[config.mk]
export PLATFORM = sky130hd
export DESIGN_NAME = melody_seq_ctrl_flat
export DESIGN_NICKNAME = d
export VERILOG_FILES = /design/src/rtl/melody_seq_ctrl_if.sv /design/src/rtl/melody_seq_ctrl.sv /design/src/flat_wrapper.sv
export SDC_FILE = /design/constraint.sdc
export NUM_CORES = 1
export LEC_CHECK = 0
export CORE_ASPECT_RATIO = 1.1
export CORE_UTILIZATION = 47
export DETAILED_ROUTE_END_ITERATION = 12
export GPL_TIMING_DRIVEN = 0
export PLACE_DENSITY_LB_ADDON = 0.12
export SYNTH_ARGS = -nofsm -noshare
export SYNTH_HDL_FRONTEND = slang
export SYNTH_SLANG_ARGS = --single-unit
[constraint.sdc]
create_clock -name clk_in -period 2.56 [get_ports clk_in]
set_clock_uncertainty 0.15 [all_clocks]
set_input_delay 0.512 -clock clk_in [delete_from_list [all_inputs] [get_ports clk_in]]
set_output_delay 0.512 -clock clk_in [all_outputs]
set_load 0.01 [all_outputs]
[src/rtl/melody_seq_ctrl_if.sv]
// Handshake/bus bundle between the melody sequencer and its environment
// (control pulses, live keys, note ROM port and tone outputs).
interface melody_seq_ctrl_if #(
    parameter int unsigned ADDR_W = 5,
    parameter int unsigned NOTE_W = 5,
    parameter int unsigned DUR_W  = 3
);
    logic                    tick_in;
    logic                    start_in;
    logic                    stop_in;
    logic                    key_valid_in;
    logic [NOTE_W-1:0]       key_note_in;
    logic [ADDR_W-1:0]       rom_addr_out;
    logic [NOTE_W+DUR_W-1:0] rom_data_in;
    logic [NOTE_W-1:0]       note_out;
    logic                    note_valid_out;
    logic                    busy_out;
    logic                    done_out;

    modport slave (
        input  tick_in, start_in, stop_in, key_valid_in, key_note_in, rom_data_in,
        output rom_addr_out, note_out, note_valid_out, busy_out, done_out
    );

    modport master (
        output tick_in, start_in, stop_in, key_valid_in, key_note_in, rom_data_in,
        input  rom_addr_out, note_out, note_valid_out, busy_out, done_out
    );
endinterface

[src/rtl/melody_seq_ctrl.sv]
// Beat-driven melody sequencer reading {note, dur} words from a synchronous ROM, with
// live-key priority on the note output. Define MELODY_LOOP_EN to repeat the song.
module melody_seq_ctrl #(
    parameter int unsigned ADDR_W = 5,
    parameter int unsigned NOTE_W = 5,
    parameter int unsigned DUR_W  = 3
) (
    input logic               clk_in,
    input logic               rst_n_in,
    melody_seq_ctrl_if.slave  bus
);
    typedef enum logic [2:0] {StIdle, StFetch, StLoad, StPlay, StDone} state_e;

    state_e              state_q, state_d;
    logic [ADDR_W-1:0]   addr_q, addr_d;
    logic [NOTE_W-1:0]   seq_note_q, seq_note_d;
    logic [DUR_W-1:0]    beat_cnt_q, beat_cnt_d;
    logic [NOTE_W-1:0]   note_q, note_d;
    logic                note_valid_q, note_valid_d;
    logic                busy, done;

    logic [NOTE_W-1:0]   rom_note;
    logic [DUR_W-1:0]    rom_dur;
    logic                last_addr;

    assign rom_note  = bus.rom_data_in[NOTE_W+DUR_W-1:DUR_W];
    assign rom_dur   = bus.rom_data_in[DUR_W-1:0];
    assign last_addr = (addr_q == {ADDR_W{1'b1}});

    always_ff @(posedge clk_in or negedge rst_n_in) begin
        if (!rst_n_in) begin
            state_q      <= StIdle;
            addr_q       <= '0;
            seq_note_q   <= '0;
            beat_cnt_q   <= '0;
            note_q       <= '0;
            note_valid_q <= 1'b0;
        end else begin
            state_q      <= state_d;
            addr_q       <= addr_d;
            seq_note_q   <= seq_note_d;
            beat_cnt_q   <= beat_cnt_d;
            note_q       <= note_d;
            note_valid_q <= note_valid_d;
        end
    end

    always_comb begin
        state_d    = state_q;
        addr_d     = addr_q;
        seq_note_d = seq_note_q;
        beat_cnt_d = beat_cnt_q;
        if (bus.stop_in) begin
            // stop wins over any simultaneous start or tick
            state_d    = StIdle;
            addr_d     = '0;
            seq_note_d = '0;
            beat_cnt_d = '0;
        end else begin
            unique case (state_q)
                StIdle: begin
                    if (bus.start_in) begin
                        addr_d  = '0;
                        state_d = StFetch;
                    end
                end
                StFetch: state_d = StLoad;
                StLoad: begin
                    if (rom_dur == '0) begin
                        state_d = StDone;
                    end else begin
                        seq_note_d = rom_note;
                        beat_cnt_d = rom_dur;
                        state_d    = StPlay;
                    end
                end
                StPlay: begin
                    if (bus.tick_in) begin
                        if (beat_cnt_q > DUR_W'(1)) begin
                            beat_cnt_d = beat_cnt_q - DUR_W'(1);
                        end else if (last_addr) begin
                            state_d = StDone;
                        end else begin
                            addr_d  = addr_q + ADDR_W'(1);
                            state_d = StFetch;
                        end
                    end
                end
                StDone: begin
`ifdef MELODY_LOOP_EN
                    addr_d  = '0;
                    state_d = StFetch;
`else
                    state_d = StIdle;
`endif
                end
                default: state_d = StIdle;
            endcase
        end
    end

    always_comb begin
        busy = (state_q != StIdle);
        done = (state_q == StDone);
        if (bus.key_valid_in) begin
            note_d       = bus.key_note_in;
            note_valid_d = |bus.key_note_in;
        end else if (state_q == StPlay) begin
            note_d       = seq_note_q;
            note_valid_d = |seq_note_q;
        end else begin
            note_d       = '0;
            note_valid_d = 1'b0;
        end
    end

    assign bus.rom_addr_out   = addr_q;
    assign bus.note_out       = note_q;
    assign bus.note_valid_out = note_valid_q;
    assign bus.busy_out       = busy;
    assign bus.done_out       = done;
endmodule

[src/flat_wrapper.sv]
// flat-port wrapper written by rule: the top's interface ports become plain ports
module melody_seq_ctrl_flat 
#(
    parameter int unsigned ADDR_W = 5,
    parameter int unsigned NOTE_W = 5,
    parameter int unsigned DUR_W  = 3
)
  (clk_in, rst_n_in, bus_tick_in, bus_start_in, bus_stop_in, bus_key_valid_in, bus_key_note_in, bus_rom_data_in, bus_rom_addr_out, bus_note_out, bus_note_valid_out, bus_busy_out, bus_done_out);
  melody_seq_ctrl_if #(.ADDR_W(ADDR_W), .NOTE_W(NOTE_W), .DUR_W(DUR_W)) bus_i ();
  input logic clk_in;
  input logic rst_n_in;
  input wire logic [$bits(bus_i.tick_in)-1:0] bus_tick_in;
  input wire logic [$bits(bus_i.start_in)-1:0] bus_start_in;
  input wire logic [$bits(bus_i.stop_in)-1:0] bus_stop_in;
  input wire logic [$bits(bus_i.key_valid_in)-1:0] bus_key_valid_in;
  input wire logic [$bits(bus_i.key_note_in)-1:0] bus_key_note_in;
  input wire logic [$bits(bus_i.rom_data_in)-1:0] bus_rom_data_in;
  output wire logic [$bits(bus_i.rom_addr_out)-1:0] bus_rom_addr_out;
  output wire logic [$bits(bus_i.note_out)-1:0] bus_note_out;
  output wire logic [$bits(bus_i.note_valid_out)-1:0] bus_note_valid_out;
  output wire logic [$bits(bus_i.busy_out)-1:0] bus_busy_out;
  output wire logic [$bits(bus_i.done_out)-1:0] bus_done_out;
  assign bus_i.tick_in = bus_tick_in;
  assign bus_i.start_in = bus_start_in;
  assign bus_i.stop_in = bus_stop_in;
  assign bus_i.key_valid_in = bus_key_valid_in;
  assign bus_i.key_note_in = bus_key_note_in;
  assign bus_i.rom_data_in = bus_rom_data_in;
  assign bus_rom_addr_out = bus_i.rom_addr_out;
  assign bus_note_out = bus_i.note_out;
  assign bus_note_valid_out = bus_i.note_valid_out;
  assign bus_busy_out = bus_i.busy_out;
  assign bus_done_out = bus_i.done_out;
  melody_seq_ctrl #(.ADDR_W(ADDR_W), .NOTE_W(NOTE_W), .DUR_W(DUR_W)) u_core (.clk_in(clk_in), .rst_n_in(rst_n_in), .bus(bus_i));
endmodule
==> results.yml, run 1 <==
worst_setup_path:
  worstSetupStartpoint: "u_core.state_q[0]"
  endpoint_kind: "primary output"
  slowest_stage: "clkdlybuf4s50_1"
  critPathKind: "reg -> out"
  cp.arrival_ns: 1.77
  timing.rr.end: "u_core.bus.rom_addr_out[3]"
  r2r_start: "u_core.bus.rom_addr_out[0]"
  crit_end: "bus_busy_out"
  cp.required_ns: 1.90
  critPathLaunchType: "register"
  crit_fanout: 10
  r2r_cells: 8
  crit_cells: 3
  slowest_delay_ns: 0.48
  critical_path.cell_chain: "buf_4, or3_1, clkdlybuf4s50_1"
  critPathTopFamily: "buffers and inverters"
  regToRegSetupSlack_ns: 0.17
  critPathBufInv: 2
synthesis:
  ys_warn_count: 0
  synth_cell_types: 36
  synthArstFlopShare_pct: 100
  ys_seq_area_share_pct: 46.1
  avgSynthCellArea_sq_um: 8.92
  netlist_instances: 134
  synth-main-ff-cell: "dfrtp_1"
  synthesis.nets: 157
  ys_ff_latch: 22
  synth_edf_count: 0
  syn_area_sq_um: 1190
routing:
  wl_met2_mm: 1.19
  totalWireLength_mm: 2.57
  wl_met1_mm: 1.21
  vias: 1075
  drtIter0Drc: 18
  first_pass_iters: 4
  ant_nets: 0
  maxUsedRoutingLayer: "met4"
  dr_wl_met3_um: 140
  viasPerCell: 5.40
  wire_per_inst_um: 12.9
  drc_errors: 0
cells_and_area:
  final_layout_size_suffix_gt1_share_pct: 7.69
  final_cell_mix: "31 x clkdlybuf4s50_1, 30 x nand2_1, 22 x dfrtp_1, 14 x o21ai_0, 8 x a21oi_1"
  syn2layout_area_growth_pct: 33.5
  nets: 193
  n_antenna_cell: 0
  finalNonFillerCells: 199
  fill_cells: 194
  final_common_cell: "clkdlybuf4s50_1"
timing:
  period_needed_ns: 2.44
  worst_pin_slew_ns: 0.987
  setup_viol: 0
  drv_slew: 0
  slew-limit-headroom_pct: 34.0
  whs_ns: 0.378
  post-route-period-util_pct: 95.1
  rsz0062_at_grt: "false"
  max_freq_ghz: 0.411
  hold_viol: 0
  fin_tns_setup_ns: 0
power:
  pwr-share-comb_pct: 39.7
  power_density_nw_per_um2: 721
  sw_frac_of_total_pct: 33.5
  p_seq_share_pct: 37.5
  leakagePower_nw: 0.658
  p_switching_mw: 0.386
  clockPowerShare_pct: 22.8
  p_int_mw: 0.764
  total_power_mw: 1.15
  max-vdd-ir-drop_mv: 0.650
clock_tree:
  post-cts-setup-buffer-count: 0
  htree_levels: 1
  clkSlewWorstSetupHoldPaths_ns: 0.12
  clkSinkCount: 22
  ctsResizeCount: 0
  cts_buffers: 3
  cts_root_buf: "clkbuf_4"
  tritoncts: "built"
  cts_buffer_depth: 2
  clock_latency_ns: 0.30
  cts_hold_buf: 0
global_routing:
  grtUsageTotal_pct: 21.0
  antenna_found_initial: 0
  grt_pass1_vias: 974
  grt_start_max_net_pins: 23
  grt_pass1_wl_mm: 4.31
  overflow: 0
floorplanning:
  placementRows: 18
  fp.dieW_um: 50.1
  die_height_um: 54.9
  initial_utilization_pct: 51.5
  core_area_sq_um: 2320
  io_pins: 32
  dieArea_sq_um: 2750
placement:
  port_buffers: 31
  gp_congestion: 0.890
  dpl.cell_count: 195
  dp_hpwl_mm: 1.97
worst_hold_path:
  min_path_type: "reg -> reg"
flow_run:
  drv_cap: 0
status:
  status: "completed"
-- routing by layer --
layer,up-vias,GRT usage [%]
li1,547,-
met1,490,28.3
met2,34,33.8
met3,4,3.61
met4,0,8.10
met5,-,0
-- worst register-to-register path, delay by kind of cell (launching register included) --
kind,cells,cell delay (ns)
flip-flops,1,0.44
AO/OA/AOI/OAI,2,0.32
AND/OR/NAND/NOR,4,0.99
adder cells (fa/ha/maj),2,0.42
-- cell families (layout without fill, tap and decap cells) --
| family | Yosys count | after routing | synth area share, % |
|---|---|---|---|
| multiplexers | 1 | 1 | 0.838 |
| flip-flops | 22 | 22 | 46.1 |
| buffers and inverters | 9 | 44 | 3.98 |
| AND/OR/NAND/NOR | 62 | 62 | 26.1 |
| AO/OA/AOI/OAI | 36 | 36 | 18.8 |
| adder cells (fa/ha/maj) | 4 | 4 | 4.19 |
-- sequential cells by signal, summed over array words and instances, names as in the netlist --
name	cells
u_core.seq_note_q	5
u_core.bus.note_out	5
u_core.bus.note_valid_out	1
u_core.beat_cnt_q	3
u_core.state_q	3
u_core.bus.rom_addr_out	5
-- how the worst min path moves through the flow --
stage,cells after the start,start,slack (ns),to
after floorplan,0,rst_n_in,0.07,u_core.beat_cnt_q[0]
after global placement,2,u_core.bus.rom_addr_out[4],0.35,u_core.bus.rom_addr_out[4]
after detailed placement,2,u_core.bus.rom_addr_out[4],0.36,u_core.bus.rom_addr_out[4]
after CTS,2,u_core.bus.rom_addr_out[4],0.39,u_core.bus.rom_addr_out[4]
after global routing,2,u_core.seq_note_q[0],0.43,u_core.seq_note_q[0]
final,2,u_core.bus.rom_addr_out[4],0.38,u_core.bus.rom_addr_out[4]
-- through the flow --
stage               setup WS (ns)  instance area, sq um  utilization [%]
finish                      0.125                  1600             68.8
global route               0.0332                  1600             68.8
CTS                         0.117                  1600             68.8
detailed placement          0.103                  1540             66.5
global placement            0.111                  1540             66.5
floorplan                   0.287                  1190                -
-- synthesized netlist by cell type, types with 2 or more instances --
master	n	share of area, %
a211oi_1	2	1.3
nor3_1	3	1.3
or3_1	3	1.6
a21oi_1	8	3.4
nor2b_1	3	1.6
dfrtp_1	22	46
o21ai_1	3	1.3
nand2_1	30	9.4
inv_1	3	0.94
buf_2	2	0.84
ha_1	4	4.2
o21ai_0	14	5.9
nand3_1	6	2.5
or4_1	3	1.9
nand2b_1	3	1.6
clkbuf_1	2	0.63
nor2_1	4	1.3
-- area by class of cell --
type,instances,area (sq um),area share (%)
timing repair buffer,31,310,19.5
clock inverter,1,30.0,1.88
inverter,3,11.3,0.706
buffer,6,36.3,2.27
clock buffer,3,22.5,1.41
sequential,22,551,34.5
multi-input combinational,103,597,37.4
tap,30,37.5,2.35
-- power by group through the flow --
stage	Sequential (mW)	Combinational, mW	Clock [mW]
6_report	0.432	0.456	0.262
5_1_grt	0.440	0.506	0.282
4_1_cts	0.431	0.453	0.267
3_5_place_dp	0.438	0.450	0
3_3_place_gp	0.435	0.439	0
2_1_floorplan	0.431	0.314	0
No activity file was read; power rests on OpenSTA's default activity.
==> inputs of run 2 (changes only) <==
Settings changed: CORE_UTILIZATION 47 to 60, DONT_BUFFER_PORTS set to 1.
==> run 2 against run 1 <==
Compared with the run above: setup slack better by 0.016 ns; combinational power shrank 15%; cell count fell by 17%; first-iteration DRC count rose by 120%; final area decreased by 20%; core utilization grew 1.3 points; sequential share of layout area rose by 8.7 points; total power decreased by 12%; critical path type is now reg -> reg; largest cell class unchanged; largest power group is now registers.
==> results.yml, run 2 (synthesis results as in run 1) <==
status:
  status: "completed"
timing:
  period_needed_ns: 2.42
  hold_viol: 0
  fin_tns_setup_ns: 0
  slew-limit-headroom_pct: 37.4
  rsz0062_at_grt: "false"
  setup_slack_ns: 0.140
  setup_viol: 0
  drv_slew: 0
  max_freq_ghz: 0.413
  post-route-period-util_pct: 94.5
  worst_pin_slew_ns: 0.936
cells_and_area:
  post-route-util_pct: 70.1
  multi_input_area_sq_um: 597
  final_common_cell: "nand2_1"
  final_cell_mix: "30 x nand2_1, 21 x dfrtp_1, 14 x o21ai_0, 8 x a21oi_1, 6 x nand3_1"
  regArea_sq_um: 552
  syn2layout_area_growth_pct: 6.81
  fill_cells: 148
  final_layout_size_suffix_gt1_share_pct: 10.1
  nets: 163
  n_antenna_cell: 0
routing:
  first_pass_iters: 4
  wire_per_inst_um: 14.1
  drc_errors: 0
  totalWireLength_mm: 2.34
  vias: 970
  viasPerCell: 5.84
  ant_nets: 0
  drtIter0Drc: 39
worst_setup_path:
  crit_fanout: 9
  r2r_start: "u_core.bus.rom_addr_out[0]"
  r2r_cells: 8
  cp.required_ns: 2.67
  cp.arrival_ns: 2.53
  critPathKind: "reg -> reg"
  endpoint_kind: "register"
  regToRegSetupSlack_ns: 0.14
  critPathLaunchType: "register"
  timing.rr.end: "u_core.bus.rom_addr_out[3]"
floorplanning:
  placementRows: 16
  core_area_sq_um: 1820
  fp.dieW_um: 44.6
  initial_utilization_pct: 65.6
  io_pins: 32
  dieArea_sq_um: 2170
  die_height_um: 48.8
placement:
  dp_hpwl_mm: 1.75
  dpl_worst_slack_ns: 0.151
  port_buffers: 0
  gp_congestion: 0.765
power:
  power_density_nw_per_um2: 792
  clockPowerShare_pct: 18.9
  p_seq_share_pct: 42.9
  max-vdd-ir-drop_mv: 0.590
  pwr-share-comb_pct: 38.3
  sw_frac_of_total_pct: 36.5
  leakagePower_nw: 0.536
  p_int_mw: 0.642
  p_switching_mw: 0.369
  total_power_mw: 1.01
worst_hold_path:
  min_from: "bus_key_valid_in"
  min_delay_path_depth: 1
  min_path_type: "in -> reg"
  min_to: "u_core.bus.note_out[4]"
clock_tree:
  cts_root_buf: "clkbuf_4"
  clkSinkCount: 22
  tritoncts: "built"
  clkSlewWorstSetupHoldPaths_ns: 0.12
  cts_buffers: 3
  cts_buffer_depth: 2
  clock_latency_ns: 0.31
  htree_levels: 1
global_routing:
  antenna_found_initial: 0
  grt_start_max_net_pins: 23
  grtUsageTotal_pct: 25.4
  grt_pass1_wl_mm: 4.09
  grt_pass1_vias: 938
  overflow: 0
flow_run:
  drv_cap: 0
==> run 2: cell count changes in the layout (fill, tap and decap cells not counted) <==
cell | previous run | this run
clkbuf_8 | 0 | 1
bufinv_16 | 1 | 0
dfrtp_2 | 0 | 1
dlygate4sd3_1 | 0 | 1
clkdlybuf4s50_1 | 31 | 0
dfrtp_1 | 22 | 21
==> run 2: how the worst max path moves through the flow <==
| stage | from | endpoint | slack [ns] | depth (start not counted) |
|---|---|---|---|---|
| 2_1_floorplan | u_core.bus.rom_addr_out[0] | u_core.bus.rom_addr_out[3] | 0.29 | 8 |
| 3_3_place_gp | u_core.bus.rom_addr_out[0] | u_core.bus.rom_addr_out[3] | 0.17 | 8 |
| 3_5_place_dp | u_core.bus.rom_addr_out[0] | u_core.bus.rom_addr_out[3] | 0.15 | 8 |
| 4_1_cts | u_core.bus.rom_addr_out[0] | u_core.bus.rom_addr_out[3] | 0.12 | 8 |
| 5_1_grt | u_core.bus.rom_addr_out[0] | u_core.bus.rom_addr_out[3] | 0.03 | 8 |
| 6_report | u_core.bus.rom_addr_out[0] | u_core.bus.rom_addr_out[3] | 0.14 | 8 |
==> run 2: layout make-up <==
cell class | count | share of cell area, %
Multi-Input combinational cell | 103 | 46.8
Sequential cell | 22 | 43.2
Clock buffer | 4 | 2.84
Buffer | 6 | 2.84
Tap cell | 27 | 2.65
Inverter | 3 | 0.882
Timing Repair Buffer | 1 | 0.784
==> run 2: per-stage QoR <==
stage          cells  instance area, sq um  hold slack [ns]
2_1_floorplan    134                  1190           0.0664
6_report         166                  1280            0.141
3_3_place_gp     161                  1230           0.0668
3_5_place_dp     161                  1230           0.0668
5_1_grt          166                  1280            0.142
4_1_cts          166                  1270            0.138
==> run 2: layer usage <==
layer  vias to the layer above  part of all wire [%]  global-route usage (%)
met5                         -                     0                       0
met4                         0                   2.5                    10.6
met3                         7                   5.3                    4.81
met2                        37                    51                    42.6
met1                       441                    41                    31.1
li1                        485                     -                       -
==> run 2: power groups by stage <==
| stage | Sequential (mW) | Clock, mW | Combinational (mW) |
|---|---|---|---|
| 6_report | 0.433 | 0.191 | 0.387 |
| 5_1_grt | 0.441 | 0.215 | 0.431 |
| 4_1_cts | 0.433 | 0.193 | 0.386 |
| 3_5_place_dp | 0.440 | 0 | 0.378 |
| 3_3_place_gp | 0.438 | 0 | 0.363 |
| 2_1_floorplan | 0.431 | 0 | 0.314 |
==> run 2: what timing repair did <==
action / in CTS / in global routing
setup buffers: 0 / 0
resized for setup: 0 / 1
hold buffers: 1 / 0
hold endpoints to repair: 22 / 0
endpoints found under the setup margin: 0 / 1
==> run 2: critical path, cell delays in order (launching register included) <==
cell      delay (ns)
dfrtp_2         0.47
ha_1            0.24
and3_1          0.19
ha_1            0.20
nand3b_2        0.23
a21oi_4         0.19
a21oi_2         0.13
or4_1           0.48
nand3_1         0.10
==> inputs of run 3 (changes only) <==
Settings changed: SLEW_MARGIN set to 20.
==> run 3 against run 2 <==
Compared with the run above: sequential cell count stayed put; critical endpoint unchanged; the run now ends with hold timing left; clock power hardly changed; highest routed layer unchanged; setup slack hardly changed; largest cell class unchanged; cell count stayed put; final area is 0.39% lower.
==> results.yml, run 3 (synthesis results as in run 1) <==
status:
  status: "finished with violations"
  failed_checks: "hold timing"
cells_and_area:
  final_cell_area_sq_um: 1270
  final_layout_size_suffix_gt1_share_pct: 10.8
  syn2layout_area_growth_pct: 6.39
  final_common_cell: "nand2_1"
  nets: 163
  final_cell_mix: "30 x nand2_1, 21 x dfrtp_1, 14 x o21ai_0, 8 x a21oi_1, 6 x nand3_1"
  n_antenna_cell: 0
  finalNonFillerCells: 166
global_routing:
  overflow: 0
  grt_pass1_vias: 938
  grt_start_max_net_pins: 23
  grtUsageTotal_pct: 25.4
  grt_pass1_wl_mm: 4.09
  antenna_found_initial: 0
timing:
  whs_ns: -0.00905
  fin_tns_setup_ns: 0
  hold_viol: 22
  post-route-period-util_pct: 94.5
  rsz0062_at_grt: "false"
  max_freq_ghz: 0.413
  period_needed_ns: 2.42
  setup_viol: 0
  worst_pin_slew_ns: 0.614
  drv_slew: 0
  slew-limit-headroom_pct: 58.7
power:
  total_power_mw: 1.01
  power_density_nw_per_um2: 796
  max-vdd-ir-drop_mv: 0.581
  leakagePower_nw: 0.536
clock_tree:
  cts_root_buf: "clkbuf_4"
  clkSinkCount: 22
  cts_buffer_depth: 2
  tritoncts: "built"
  clkSlewWorstSetupHoldPaths_ns: 0.12
  cts_buffers: 3
  htree_levels: 1
  clock_latency_ns: 0.31
worst_setup_path:
  critPathLaunchType: "register"
  cp.arrival_ns: 2.53
  critPathKind: "reg -> reg"
  crit_fanout: 9
  cp.required_ns: 2.67
  endpoint_kind: "register"
floorplanning:
  initial_utilization_pct: 65.6
  placementRows: 16
  io_pins: 32
  core_area_sq_um: 1820
  die_height_um: 48.8
  fp.dieW_um: 44.6
  dieArea_sq_um: 2170
placement:
  gp_congestion: 0.765
  placedInstanceArea_sq_um: 1230
  port_buffers: 0
  dpl.cell_count: 161
  dp_hpwl_mm: 1.75
routing:
  ant_nets: 0
  first_pass_iters: 4
  vias: 974
  drc_errors: 0
  totalWireLength_mm: 2.36
  drtIter0Drc: 39
  viasPerCell: 5.87
  wire_per_inst_um: 14.2
worst_hold_path:
  min_path_type: "in -> async"
flow_run:
  drv_cap: 0
[run 3: worst max-delay path: stages, from the launching register on]
cell and delay, ns:
dfrtp_2 0.47, ha_1 0.24, and3_1 0.19, ha_1 0.20, nand3b_2 0.23, a21oi_4 0.19
a21oi_2 0.13, or4_1 0.48, nand3_1 0.09
[run 3: per-stage QoR]
step / hold WS, ns / setup WS, ns / util, %
detailed placement: 0.0668 / 0.151 / 67.4
finish: -0.00905 / 0.141 / 69.8
floorplan: 0.0664 / 0.287 / -
global placement: 0.0668 / 0.172 / 67.4
global route: 0.0165 / 0.0253 / 69.8
CTS: 0.138 / 0.116 / 70.0
[run 3: layout make-up]
cell class / count / area, sq um
multi-input cells: 103 / 597
flip-flops and latches: 22 / 552
well taps: 27 / 33.8
plain buffers: 6 / 36.3
inverters: 3 / 11.3
clock buffers: 4 / 36.3
fillers: 149 / 551
repair buffers: 1 / 5.00
[run 3: worst paths after layout]
kind,startpoint,end,slack [ns],depth (start not counted)
worst max-delay path,u_core.bus.rom_addr_out[0],u_core.bus.rom_addr_out[3],0.14,8
worst min-delay path,rst_n_in,u_core.bus.note_valid_out,-0.009,1
worst max register to register,u_core.bus.rom_addr_out[0],u_core.bus.rom_addr_out[3],0.14,8
worst min register to register,u_core.bus.rom_addr_out[0],u_core.bus.rom_addr_out[0],0.39,1
max in group asynchronous,rst_n_in,u_core.bus.rom_addr_out[0],1.92,1
min in group clk_in,bus_key_valid_in,u_core.bus.note_out[4],0.14,1
[run 3: layer usage]
metal  up-vias  routed length (um)  track usage (%)
met5         -                   0                0
met4         0                  59             10.6
met3         7                 139             4.81
met2        39                1200             42.6
met1       442                 961             31.1
li1        486                   -                -
[run 3: timing repair]
| action | 4_1_cts | 5_1_grt |
|---|---|---|
| gates resized for setup | 0 | 1 |
| setup endpoints to repair | 0 | 1 |
| hold buffers | 1 | 0 |
| setup buffers | 0 | 0 |
| hold endpoints to repair | 22 | 0 |
[run 3: power breakdown]
part	switching (mW)	total, mW	internal (mW)	leakage (nW)
clock network	0.104	0.191	0.0870	0.0210
logic	0.225	0.387	0.162	0.221
registers	0.0410	0.433	0.392	0.294
total	0.370	1.01	0.641	0.536
